**config.mk**
```make
export PLATFORM = sky130hd
export DESIGN_NAME = instr_fetch_unit
export DESIGN_NICKNAME = d
export VERILOG_FILES = /design/src/rtl/instr_fetch_unit.sv
export SDC_FILE = /design/constraint.sdc
export NUM_CORES = 1
export LEC_CHECK = 0
export CAP_MARGIN = 20
export CORE_MARGIN = 2
export CORE_UTILIZATION = 47
export DETAILED_ROUTE_END_ITERATION = 10
export PLACE_DENSITY = 0.86
export SLEW_MARGIN = 40
export SYNTH_ARGS = -nofsm -noshare
export SYNTH_HDL_FRONTEND = slang
export SYNTH_SLANG_ARGS = --single-unit
export TNS_END_PERCENT = 30
```
**constraint.sdc**
```tcl
create_clock -name clk -period 6.9 [get_ports clk]
set_input_delay 1.725 -clock clk [delete_from_list [all_inputs] [get_ports clk]]
set_output_delay 1.725 -clock clk [all_outputs]
set_load 0.01 [all_outputs]
```
**src/rtl/instr_fetch_unit.sv**
```systemverilog
// -----------------------------------------------------------------------------
// instr_fetch_unit
//   Consumer side of the program-counter interface. Samples pc_in, fetches the
//   instruction word over a req/ack memory handshake, and hands it (with its
//   address) to the decoder over a valid/ready handshake. Pulses inc_pc when
//   the decoder accepts a word. A flush drops the current or in-flight
//   instruction; a memory timeout parks the unit in a sticky error state.
//
// Ports
//   clk         in   clock, rising edge
//   rstn        in   asynchronous reset, active HIGH (1 = reset)
//   enable      in   permits starting a new fetch from IDLE
//   flush       in   PC reload this cycle; drop current/in-flight instruction
//   pc_in       in   current program counter
//   inc_pc      out  advance PC at this edge (combinational)
//   imem_req    out  memory read request
//   imem_addr   out  memory read address, stable while imem_req=1
//   imem_ack    in   memory response pulse
//   imem_rdata  in   memory read data, valid with imem_ack
//   ir_valid    out  ir_out/ir_pc hold a valid instruction
//   ir_ready    in   decoder ready
//   ir_out      out  instruction register
//   ir_pc       out  address the instruction was fetched from
//   fetch_err   out  sticky memory-timeout flag
// -----------------------------------------------------------------------------
module instr_fetch_unit #(
  parameter int unsigned ADDR_W      = 16,
  parameter int unsigned INSTR_W     = 32,
  parameter int unsigned TIMEOUT_CYC = 64
) (
  input  logic               clk,
  input  logic               rstn,
  input  logic               enable,
  input  logic               flush,
  input  logic [ADDR_W-1:0]  pc_in,
  output logic               inc_pc,
  output logic               imem_req,
  output logic [ADDR_W-1:0]  imem_addr,
  input  logic               imem_ack,
  input  logic [INSTR_W-1:0] imem_rdata,
  output logic               ir_valid,
  input  logic               ir_ready,
  output logic [INSTR_W-1:0] ir_out,
  output logic [ADDR_W-1:0]  ir_pc,
  output logic               fetch_err
);

  localparam int unsigned CNT_W = (TIMEOUT_CYC > 2) ? $clog2(TIMEOUT_CYC) : 1;
  localparam logic [CNT_W-1:0] TMO_LAST = CNT_W'(TIMEOUT_CYC - 1);

  typedef enum logic [2:0] {
    IDLE,
    REQ,
    DISCARD,
    VALID,
    ERR
  } state_e;

  state_e             state_q, state_d;
  logic               imem_req_q, imem_req_d;
  logic [ADDR_W-1:0]  imem_addr_q, imem_addr_d;
  logic               ir_valid_q, ir_valid_d;
  logic [INSTR_W-1:0] ir_out_q, ir_out_d;
  logic [ADDR_W-1:0]  ir_pc_q, ir_pc_d;
  logic               fetch_err_q, fetch_err_d;
  logic [CNT_W-1:0]   tmo_cnt_q, tmo_cnt_d;
  logic [CNT_W-1:0]   tmo_cnt_inc;

  assign tmo_cnt_inc = tmo_cnt_q + CNT_W'(1);

  always_comb begin
    state_d     = state_q;
    imem_req_d  = imem_req_q;
    imem_addr_d = imem_addr_q;
    ir_valid_d  = ir_valid_q;
    ir_out_d    = ir_out_q;
    ir_pc_d     = ir_pc_q;
    fetch_err_d = fetch_err_q;
    tmo_cnt_d   = tmo_cnt_q;

    unique case (state_q)
      IDLE: begin
        if (enable && !flush) begin
          state_d     = REQ;
          imem_req_d  = 1'b1;
          imem_addr_d = pc_in;
          tmo_cnt_d   = '0;
        end
      end
      REQ: begin
        if (imem_ack) begin
          imem_req_d = 1'b0;
          if (!flush) begin
            state_d    = VALID;
            ir_out_d   = imem_rdata;
            ir_pc_d    = imem_addr_q;
            ir_valid_d = 1'b1;
          end else begin
            state_d = IDLE;
          end
        end else if (tmo_cnt_inc == TMO_LAST) begin
          // Timeout takes priority over a simultaneous flush.
          state_d     = ERR;
          imem_req_d  = 1'b0;
          fetch_err_d = 1'b1;
        end else begin
          tmo_cnt_d = tmo_cnt_inc;
          // Request cannot be withdrawn; wait out the ack and drop it.
          if (flush) state_d = DISCARD;
        end
      end
      DISCARD: begin
        if (imem_ack) begin
          imem_req_d = 1'b0;
          state_d    = IDLE;
        end else if (tmo_cnt_inc == TMO_LAST) begin
          state_d     = ERR;
          imem_req_d  = 1'b0;
          fetch_err_d = 1'b1;
        end else begin
          tmo_cnt_d = tmo_cnt_inc;
        end
      end
      VALID: begin
        // Either a handshake or a flush retires the word; only the
        // handshake (without flush) advances the PC via inc_pc.
        if (flush || ir_ready) begin
          ir_valid_d = 1'b0;
          state_d    = IDLE;
        end
      end
      ERR: begin
      end
      default: begin
        state_d = IDLE;
      end
    endcase
  end

  always_ff @(posedge clk or posedge rstn) begin
    if (rstn) begin
      state_q     <= IDLE;
      imem_req_q  <= 1'b0;
      imem_addr_q <= '0;
      ir_valid_q  <= 1'b0;
      ir_out_q    <= '0;
      ir_pc_q     <= '0;
      fetch_err_q <= 1'b0;
      tmo_cnt_q   <= '0;
    end else begin
      state_q     <= state_d;
      imem_req_q  <= imem_req_d;
      imem_addr_q <= imem_addr_d;
      ir_valid_q  <= ir_valid_d;
      ir_out_q    <= ir_out_d;
      ir_pc_q     <= ir_pc_d;
      fetch_err_q <= fetch_err_d;
      tmo_cnt_q   <= tmo_cnt_d;
    end
  end

  assign inc_pc    = ir_valid_q & ir_ready & ~flush;
  assign imem_req  = imem_req_q;
  assign imem_addr = imem_addr_q;
  assign ir_valid  = ir_valid_q;
  assign ir_out    = ir_out_q;
  assign ir_pc     = ir_pc_q;
  assign fetch_err = fetch_err_q;

endmodule

```
==> summary.md, run 1 <==
| Metric | Value |
|---|---|
| Min Tclk post-route | `4.62 ns` |
| Fin. max-slew vios | `0` |
| Adder-Cell Fraction of Synth Area | `0.00794` |
| Power density cells | `460 nW/um^2` |
| CP endpoint kind | `output pin` |
| Hold Worst Slack | `0.478 ns` |
| Initial antenna violation count | `0` |
| Finish-stage setup viols | `0` |
| PortBufs | `121` |
| Placed cell count | `406` |
| Synth top area share | `0.604` |
| First DRT Iteration DRCs | `99` |
| Top cells by area, synth | `dfrtp_1 (60%), mux2_2 (16%), mux2_1 (6.4%)` |
| Crit-path cells | `clkdlybuf4s50_1 > nor2_1 > clkdlybuf4s50_1` |
| DR pass1 iterations | `8` |
| # rows | `29` |
| Cts bufs inserted | `9` |
| Initial Util | `0.491` |
| Seq cells post-synth | `76` |
| Number of synthesized flops with an enable pin | `0` |
| Setup repair bufs after CTS | `0` |
| FF/Latch Area | `1900 um^2` |
| Max incr delay on CP | `0.53 ns` |
| Synth Area in XOR/XNOR | `0.0107` |
| Total track usage | `0.189` |
| Final nets | `396` |
| Area of the multi-input gates | `1170 um^2` |
| Hold buffer count at cts | `0` |
| Number of global-route vias before repair | `2260` |
| Clock slew at reported path FFs | `0.08 ns` |
| WP buf/inv | `2` |
| CTS resizes | `0` |
| Mux cell area share after synthesis | `0.229` |
| CTS sink count | `76` |
| Via count | `2158` |
| Top post-synthesis cells by count | `dfrtp_1 (76), mux2_2 (46), mux2_1 (18), nor2_1 (8)` |
| Die area | `7370 um^2` |
| GP Congestion | `0.821` |
| Syn_nets | `271` |
| Slew margin rel. | `0.525` |
| Area delta synth->final | `47.9%` |
| Startpoint Class | `primary input` |
| DRC errors left | `8` |
| Min-Delay Path Depth | `1` |
| Die Wd | `85.9 um` |
| Gate Count Post-Synth | `215` |
| Clock skew | `0.00812 ns` |
| Top_reg_cell synth | `dfrtp_1` |
| Mean post-synth cell area | `14.7 um^2` |
| GRT Residual Overflow | `0` |
| Reg2reg path depth | `4` |
| Worst reg-to-reg setup slack | `4.54 ns` |
| H-tree depth | `3` |
| Final-report hold violation count | `0` |
| Die Height | `85.9 um` |
| Worst-margin pin slew | `0.711 ns` |
| Wirelength per Cell | `15.6 um` |
| Cell Area, Synth | `3150 um^2` |
| Max IR drop VDD | `0.232 mV` |
| CP top delay family | `buffers and inverters` |
| Critical path peak fanout | `6` |
| Layout fillers | `469` |
| Clock Path Buffers | `2` |
| Cell count along the critical path | `3` |
| Fraction of layout cells with a size suffix above 1 | `0.217` |
| Total routed wirelength | `6570 um` |
| Root buffer cell | `clkbuf_8` |
| Synth cell types | `41` |
| Worst min path class | `reg2reg` |
| Routed vias/inst | `5.11` |
| Max_cap viols | `0` |
| Async S/R FF share, synth | `1.00` |
| Final ANT Viol Nets | `0` |
| Main combinational cell family by area after synthesis | `multiplexers` |
| Yosys warnings | `0` |
| Slowest CP cell | `clkdlybuf4s50_1` |
| Post-DP HPWL | `4600 um` |
| Leak | `1.97 nW` |
| Antenna cell count | `0` |
| Core area | `6420 um^2` |
| Final setup TNS | `0 ns` |
| Most frequent CP cell | `clkdlybuf4s50_1` |
| Largest net degree at the start of global routing | `77` |
| Worst path arrival time | `2.89 ns` |
| Synth Area in Simple Gates | `0.0727` |
| Count leader, synth | `dfrtp_1` |
| Global-route wire length before repair | `10900 um` |
| Compound-Gate Fraction of Synth Area | `0.0496` |
| Sequential-to-total area share from yosys stat | `0.604` |
| Failing checks | `design-rule violations` |
| Worst skew pair latency | `0.33 ns` |
| Yosys top cell by area | `dfrtp_1` |
| Outcome | `complete, but fails checks` |
| Unrepaired setup endpoints after global routing | `no` |
| Setup Crit Path Kind | `in2out` |
| Top Ports | `122` |
| Final Non-Filler Cells | `422` |
| CTS tree | `yes` |
| Data required time at the worst endpoint | `5.18 ns` |
| Final period util | `0.669` |
| Peak Freq | `0.217 GHz` |
[power by group]
part           internal [mW]  leakage, nW  switching, mW
clock network          0.250        0.122          0.160
logic                  0.572        0.930          0.346
registers              0.666        0.915          0.150
[final cells by class]
type	instances	area share
clock buffer	10	0.0295
sequential	76	0.408
inverter	3	0.00242
tap	77	0.0207
clock inverter	6	0.0239
timing repair buffer	123	0.264
multi-input combinational	127	0.251
[metrics by stage]
stage	utilization	setup slack (ns)	power, mW	cell area (um^2)
after CTS	0.726	2.29	2.17	4660
final	0.726	2.28	2.14	4660
after floorplan	-	3.24	1.25	3150
after global routing	0.726	2.25	2.27	4660
after detailed placement	0.687	2.29	1.75	4410
after global placement	0.686	2.31	1.72	4410
[routing by layer]
metal / share of wire / track usage
met2: 0.49 / 0.304
met1: 0.41 / 0.237
met3: 0.082 / 0.0703
met4: 0.012 / 0.0606
met5: 0 / 0
[worst paths after layout]
kind,from,end
setup / recovery,flush,inc_pc
hold reg to reg,fetch_err,fetch_err
hold / removal,fetch_err,fetch_err
min in group asynchronous,rstn,imem_addr[7]
setup reg to reg,state_q[2],ir_out[19]
max in group asynchronous,rstn,ir_pc[13]
[placed cells by master, fill, tap and decap left out, types with 2 or more instances in the layout]
cell / netlist / layout
a21o_1: 2 / 2
nand2_1: 5 / 5
o31ai_1: 2 / 2
o21ai_0: 7 / 7
clkbuf_8: 0 / 10
dfrtp_1: 76 / 76
mux2_1: 18 / 18
and3_1: 2 / 2
inv_1: 3 / 2
nand3_1: 7 / 7
mux2_2: 46 / 46
nor2_1: 8 / 8
ha_1: 2 / 2
a21oi_1: 2 / 2
clkdlybuf4s50_1: 0 / 121
bufinv_16: 0 / 3
nand3b_1: 2 / 2
[sequential cells by signal, indices dropped and copies added, names as in the netlist]
| signal | cells |
|---|---|
| fetch_err | 1 |
| imem_addr | 16 |
| imem_req | 1 |
| ir_out | 32 |
| ir_pc | 16 |
| ir_valid | 1 |
| state_q | 3 |
| tmo_cnt_q | 6 |
[cells by family (layout without fill, tap and decap cells)]
family | count (synthesis) | count (layout)
flip-flops | 76 | 76
AO/OA/AOI/OAI | 21 | 21
multiplexers | 64 | 64
adder cells (fa/ha/maj) | 2 | 2
AND/OR/NAND/NOR | 37 | 37
XOR/XNOR | 3 | 3
buffers and inverters | 12 | 142
No activity file was read; power rests on OpenSTA's default activity.
==> inputs of run 2 (changes only) <==
--- a/config.mk
+++ b/config.mk
@@ -7,9 +7,9 @@
 export LEC_CHECK = 0
 export CAP_MARGIN = 20
 export CORE_MARGIN = 2
-export CORE_UTILIZATION = 47
+export CORE_UTILIZATION = 39
 export DETAILED_ROUTE_END_ITERATION = 10
-export PLACE_DENSITY = 0.86
+export PLACE_DENSITY = 0.76
 export SLEW_MARGIN = 40
 export SYNTH_ARGS = -nofsm -noshare
 export SYNTH_HDL_FRONTEND = slang
==> constraint.sdc (replaced) <==
create_clock -name clk -period 4.2 [get_ports clk]
set_input_delay 1.05 -clock clk [delete_from_list [all_inputs] [get_ports clk]]
set_output_delay 1.05 -clock clk [all_outputs]
set_load 0.01 [all_outputs]
==> run 2 against run 1 <==
The run now ends clean. Combinational power increased by 64%. Core utilization decreased by 13 points. Wire length grew 3.0%. Count of clock-buffer cells in the layout is the same. Sequential power is 64% higher. Die area rose by 20%. Clock skew up 0.0019 ns. Sequential share of layout area about the same. Register-to-register slack got worse by 2.3 ns. Design area about the same. Largest cell class unchanged. Largest power group unchanged.
==> summary.md, run 2 (same netlist as run 1, synthesis figures left out) <==
| Metric | Value |
|---|---|
| Final nets | `396 (unchanged)` |
| Slowest CP cell | `clkdlybuf4s50_1` |
| Min Tclk post-route | `3.24 ns` |
| Final setup TNS | `0 ns (unchanged)` |
| Worst setup path start | `ir_ready` |
| RR Endpoint | `tmo_cnt_q[3]` |
| Setup Crit Path Kind | `in2out` |
| Crit-path cells | `clkdlybuf4s50_1 > nand2_1 > nor2_1 > clkdlybuf4s50_1` |
| Root buffer cell | `clkbuf_8` |
| Cell area after placement | `4450 um^2 (+0.96%)` |
| Final period util | `0.772` |
| Final instance area | `4660 um^2 (about the same)` |
| Finish-stage setup viols | `0 (unchanged)` |
| DRC errors left | `0 (-8)` |
| Worst-margin pin slew | `0.669 ns (-0.0414 ns)` |
| Post-DP HPWL | `4730 um (+2.9%)` |
| Peak Freq | `0.308 GHz` |
| Final-report hold violation count | `0 (unchanged)` |
| Die Wd | `93.9 um (+9.3%)` |
| GRT Residual Overflow | `0 (unchanged)` |
| Die Height | `93.9 um (+9.3%)` |
| Reg2reg start | `state_q[1]` |
| Antenna cell count | `0 (unchanged)` |
| Hold Worst Slack | `0.488 ns (+0.00950 ns)` |
| Outcome | `completed` |
| Data required time at the worst endpoint | `3.15 ns (-2.03 ns)` |
| Most frequent CP cell | `clkdlybuf4s50_1` |
| CTS tree | `yes` |
| PortBufs | `121 (unchanged)` |
| CTS sink count | `76 (unchanged)` |
| Critical path peak fanout | `2 (-4)` |
| CP endpoint kind | `output pin` |
| Max_cap viols | `0 (unchanged)` |
| Clock Path Buffers | `2 (unchanged)` |
| Final ANT Viol Nets | `0 (unchanged)` |
| Routed vias/inst | `4.94 (-3.4%)` |
| Global-route wire length before repair | `11300 um (+3.5%)` |
| Clock slew at reported path FFs | `0.08 ns (about the same)` |
| Most common cell after layout, fill and taps aside | `clkdlybuf4s50_1` |
| Startpoint Class | `primary input` |
| Initial antenna violation count | `0 (unchanged)` |
| Cts bufs inserted | `9 (unchanged)` |
| Reg2reg path depth | `4 (unchanged)` |
| Number of global-route vias before repair | `2319 (+2.6%)` |
| Most frequent cells in the layout | `clkdlybuf4s50_1 (121), dfrtp_1 (76), mux2_2 (46), mux2_1 (18), clkbuf_8 (9)` |
| H-tree depth | `3 (unchanged)` |
| Hold buffer count at cts | `0 (unchanged)` |
| Setup repair bufs after CTS | `0 (unchanged)` |
| Total track usage | `0.164 (-0.0249)` |
| Via count | `2199 (+1.9%)` |
| # rows | `32 (+10%)` |
| Clock skew | `0.0100 ns (+0.00190 ns)` |
| Core area | `7770 um^2 (+21%)` |
| Max FFs per register | `32 (unchanged)` |
| Worst path arrival time | `2.19 ns (-0.70 ns)` |
| Initial Util | `0.406 (-0.0849)` |
| Fin. max-slew vios | `0 (unchanged)` |
| Place WS | `0.959 ns (-1.33 ns)` |
| End of the critical path | `inc_pc` |
| Unrepaired setup endpoints after global routing | `no` |
| Fraction of layout cells with a size suffix above 1 | `0.210 (-0.00748)` |
| Max IR drop VDD | `0.356 mV (+54%)` |
| Post-route setup slack | `0.957 ns (-1.33 ns)` |
| Worst reg-to-reg setup slack | `2.25 ns (-2.29 ns)` |
| Slew margin rel. | `0.554 (+0.0291)` |
| Wirelength per Cell | `15.2 um (-2.4%)` |
| Leak | `1.95 nW (-1.0%)` |
| Die area | `8810 um^2 (+20%)` |
| Worst min path class | `reg2reg` |
| First DRT Iteration DRCs | `39 (-61%)` |
| Total routed wirelength | `6770 um (+3.0%)` |
| Worst skew pair latency | `0.34 ns (about the same)` |
| Max incr delay on CP | `0.53 ns (about the same)` |
| Power density cells | `736 nW/um^2 (+60%)` |
| Largest net degree at the start of global routing | `50 (-35%)` |
| GP Congestion | `0.779 (-5.1%)` |
| Area delta synth->final | `47.8% (about the same)` |
| CTS resizes | `0 (unchanged)` |
| DR pass1 iterations | `4 (-4)` |
| Top Ports | `122 (unchanged)` |
## run 2: cell type report
type,instances,area [um^2]
fillers,642,3110
clock inverters,4,76.3
well taps,102,128
clock buffers,10,128
multi-input cells,127,1170
inverters,3,13.8
repair buffers,123,1240
flip-flops and latches,76,1900
## run 2: layer usage
layer	part of all wire	vias to the layer above	global-route usage
met4	0.012	0	0.0471
li1	-	1019	-
met2	0.48	78	0.262
met5	0	-	0
met1	0.42	1094	0.206
met3	0.084	8	0.0666
## run 2: power breakdown
part / total (mW) / switching, mW / internal (mW)
Combinational: 1.51 / 0.568 / 0.941
Sequential: 1.34 / 0.245 / 1.09
Clock: 0.581 / 0.252 / 0.329
Total: 3.43 / 1.06 / 2.36
## run 2: worst max-delay path: cells and delay by family
family                 cells  cell delay [ns]
AND/OR/NAND/NOR            2             0.13
buffers and inverters      2             1.01
## run 2: per-stage QoR
| step | cells | total power, mW | utilization |
|---|---|---|---|
| finish | 445 | 3.43 | 0.600 |
| global route | 445 | 3.65 | 0.600 |
| CTS | 445 | 3.48 | 0.600 |
| detailed placement | 431 | 2.88 | 0.573 |
| global placement | 431 | 2.83 | 0.573 |
| floorplan | 215 | 2.06 | - |
## run 2: worst min path at each step
stage                      start            to  slack (ns)  cells after the start
floorplan           tmo_cnt_q[5]  tmo_cnt_q[5]        0.51                      1
global placement       fetch_err     fetch_err        0.46                      1
detailed placement    ir_out[29]    ir_out[29]        0.47                      1
CTS                   ir_out[29]    ir_out[29]        0.49                      1
global route           fetch_err     fetch_err        0.52                      1
finish                ir_out[29]    ir_out[29]        0.49                      1
==> inputs of run 3 (changes only) <==
--- a/config.mk
+++ b/config.mk
@@ -7,9 +7,9 @@
 export LEC_CHECK = 0
 export CAP_MARGIN = 20
 export CORE_MARGIN = 2
-export CORE_UTILIZATION = 39
+export CORE_UTILIZATION = 44
 export DETAILED_ROUTE_END_ITERATION = 10
-export PLACE_DENSITY = 0.76
+export PLACE_DENSITY = 0.81
 export SLEW_MARGIN = 40
 export SYNTH_ARGS = -nofsm -noshare
 export SYNTH_HDL_FRONTEND = slang
==> constraint.sdc (replaced) <==
create_clock -name clk -period 3.4 [get_ports clk]
set_input_delay 0.85 -clock clk [delete_from_list [all_inputs] [get_ports clk]]
set_output_delay 0.85 -clock clk [all_outputs]
set_load 0.01 [all_outputs]
==> run 3 against run 2 <==
Die area shrank 11%. Sequential share of layout area is essentially flat. Largest power group unchanged. Highest routed layer unchanged. Flip-flop and latch count is the same.
==> summary.md, run 3 (same netlist as run 1, synthesis figures left out) <==
| Metric | Value |
|---|---|
| Outcome | `completed` |
| Reg2reg path depth | `6 (+2)` |
| Most frequent CP cell | `clkdlybuf4s50_1` |
| Cts bufs inserted | `9 (unchanged)` |
| Largest net degree at the start of global routing | `50 (unchanged)` |
| Top Ports | `122 (unchanged)` |
| CTS tree | `yes` |
| Number of global-route vias before repair | `2210 (-4.7%)` |
| Leak | `1.96 nW (+0.45%)` |
| Max FFs per register | `32 (unchanged)` |
| Routed vias/inst | `4.93 (-0.14%)` |
| Fraction of layout cells with a size suffix above 1 | `0.219 (+0.00911)` |
| Worst-margin pin slew | `0.507 ns (-0.162 ns)` |
| Most frequent cells in the layout | `clkdlybuf4s50_1 (121), dfrtp_1 (76), mux2_2 (46), mux2_1 (18), clkbuf_8 (10)` |
| Setup repair bufs after CTS | `0 (unchanged)` |
| Data required time at the worst endpoint | `2.55 ns (-0.60 ns)` |
| Most common cell after layout, fill and taps aside | `clkdlybuf4s50_1` |
| Slowest CP cell | `clkdlybuf4s50_1` |
| Worst path arrival time | `2.01 ns (-0.18 ns)` |
| Post-route setup slack | `0.535 ns (-0.422 ns)` |
| Met2 routed WL | `3290 um (+0.67%)` |
| Core area | `6870 um^2 (-12%)` |
| Clock skew | `0.00763 ns (-0.00239 ns)` |
| Peak Freq | `0.349 GHz` |
| Total routed wirelength | `6620 um (-2.1%)` |
| Via count | `2186 (-0.59%)` |
| Final period util | `0.843` |
| Setup Crit Path Kind | `in2out` |
| Max IR drop VDD | `0.535 mV (+50%)` |
| Fin. max-slew vios | `0 (unchanged)` |
| Crit-path cells | `clkdlybuf4s50_1 > nor2_1 > clkdlybuf4s50_1` |
| CTS resizes | `0 (unchanged)` |
| DRC errors left | `0 (unchanged)` |
| Initial antenna violation count | `0 (unchanged)` |
| # rows | `30 (-6.3%)` |
| Power density cells | `905 nW/um^2 (+23%)` |
| PortBufs | `121 (unchanged)` |
| Max incr delay on CP | `0.54 ns (about the same)` |
| GRT Residual Overflow | `0 (unchanged)` |
| Min Tclk post-route | `2.86 ns` |
| Startpoint Class | `primary input` |
| Layout fillers | `498 (-22%)` |
| Cell area after placement | `4460 um^2 (+0.11%)` |
| Finish-stage setup viols | `0 (unchanged)` |
| Root buffer cell | `clkbuf_8` |
| Area delta synth->final | `47.9% (about the same)` |
| Place WS | `0.542 ns (-0.417 ns)` |
| Global-route wire length before repair | `10900 um (-3.4%)` |
| Total track usage | `0.182 (+0.0177)` |
| First DRT Iteration DRCs | `94 (+140%)` |
| Antenna cell count | `0 (unchanged)` |
| Worst min path class | `reg2reg` |
| Routed met3 length | `443 um (-22%)` |
| CTS sink count | `76 (unchanged)` |
| Final-report hold violation count | `0 (unchanged)` |
| Final nets | `398 (+0.51%)` |
| DR pass1 iterations | `4 (unchanged)` |
| M1 WL | `2760 um (-3.3%)` |
| Clock slew at reported path FFs | `0.08 ns (about the same)` |
| Die Height | `88.6 um (-5.6%)` |
| Unrepaired setup endpoints after global routing | `no` |
| Hold buffer count at cts | `0 (unchanged)` |
| CP endpoint kind | `output pin` |
| Slew margin rel. | `0.662 (+0.108)` |
| H-tree depth | `3 (unchanged)` |
| Final ANT Viol Nets | `0 (unchanged)` |
| GP Congestion | `0.771 (-0.95%)` |
| Die area | `7850 um^2 (-11%)` |
| Wirelength per Cell | `15.0 um (-1.7%)` |
| Final instance area | `4660 um^2 (about the same)` |
| Worst skew pair latency | `0.34 ns (about the same)` |
| Min-Delay Path Depth | `1 (unchanged)` |
| Final setup TNS | `0 ns (unchanged)` |
| Initial Util | `0.459 (+0.0530)` |
| Critical path peak fanout | `6 (+4)` |
| Post-DP HPWL | `4770 um (+0.85%)` |
| Die Wd | `88.6 um (-5.6%)` |
| Top routing layer in use | `met4` |
| Max_cap viols | `0 (unchanged)` |
| Clock Path Buffers | `2 (unchanged)` |
[run 3: stage by stage]
step | std cells | hold slack (ns) | util | power (mW)
floorplan | 215 | 0.511 | - | 2.54
global placement | 427 | 0.468 | 0.649 | 3.50
detailed placement | 427 | 0.470 | 0.649 | 3.56
CTS | 443 | 0.491 | 0.678 | 4.27
global route | 443 | 0.505 | 0.678 | 4.49
finish | 443 | 0.488 | 0.678 | 4.22
[run 3: where the power goes]
group | switching, mW | leakage, nW | internal, mW | total (mW)
Clock | 0.328 | 0.0999 | 0.362 | 0.690
Combinational | 0.701 | 0.940 | 1.17 | 1.87
Sequential | 0.305 | 0.915 | 1.35 | 1.66
[run 3: path summary, 6_finish.rpt]
check / startpoint / to / slack (ns)
hold / removal: ir_out[23] / ir_out[23] / 0.49
min in group asynchronous: rstn / ir_pc[12] / 0.94
hold reg to reg: ir_out[23] / ir_out[23] / 0.49
setup / recovery: flush / inc_pc / 0.54
setup reg to reg: tmo_cnt_q[0] / tmo_cnt_q[2] / 1.54
max in group asynchronous: rstn / tmo_cnt_q[0] / 2.08
[run 3: layer usage]
layer  GRT usage  up-vias
li1            -     1018
met1       0.227     1081
met2       0.290       76
met3      0.0569       11
met4      0.0813        0
met5           0        -
[run 3: final cells by class]
type                       instances  area (um^2)  area share
clock buffer                      11          141      0.0303
clock inverter                     5         60.1      0.0129
inverter                           3         11.3     0.00242
multi-input combinational        127         1170       0.251
sequential                        76         1900       0.408
tap                               96          120      0.0258
timing repair buffer             125         1250       0.269
[run 3: worst max-delay path, delay by kind of cell]
family	cells	cell delay, ns
buffers and inverters	2	1.04
AND/OR/NAND/NOR	1	0.13
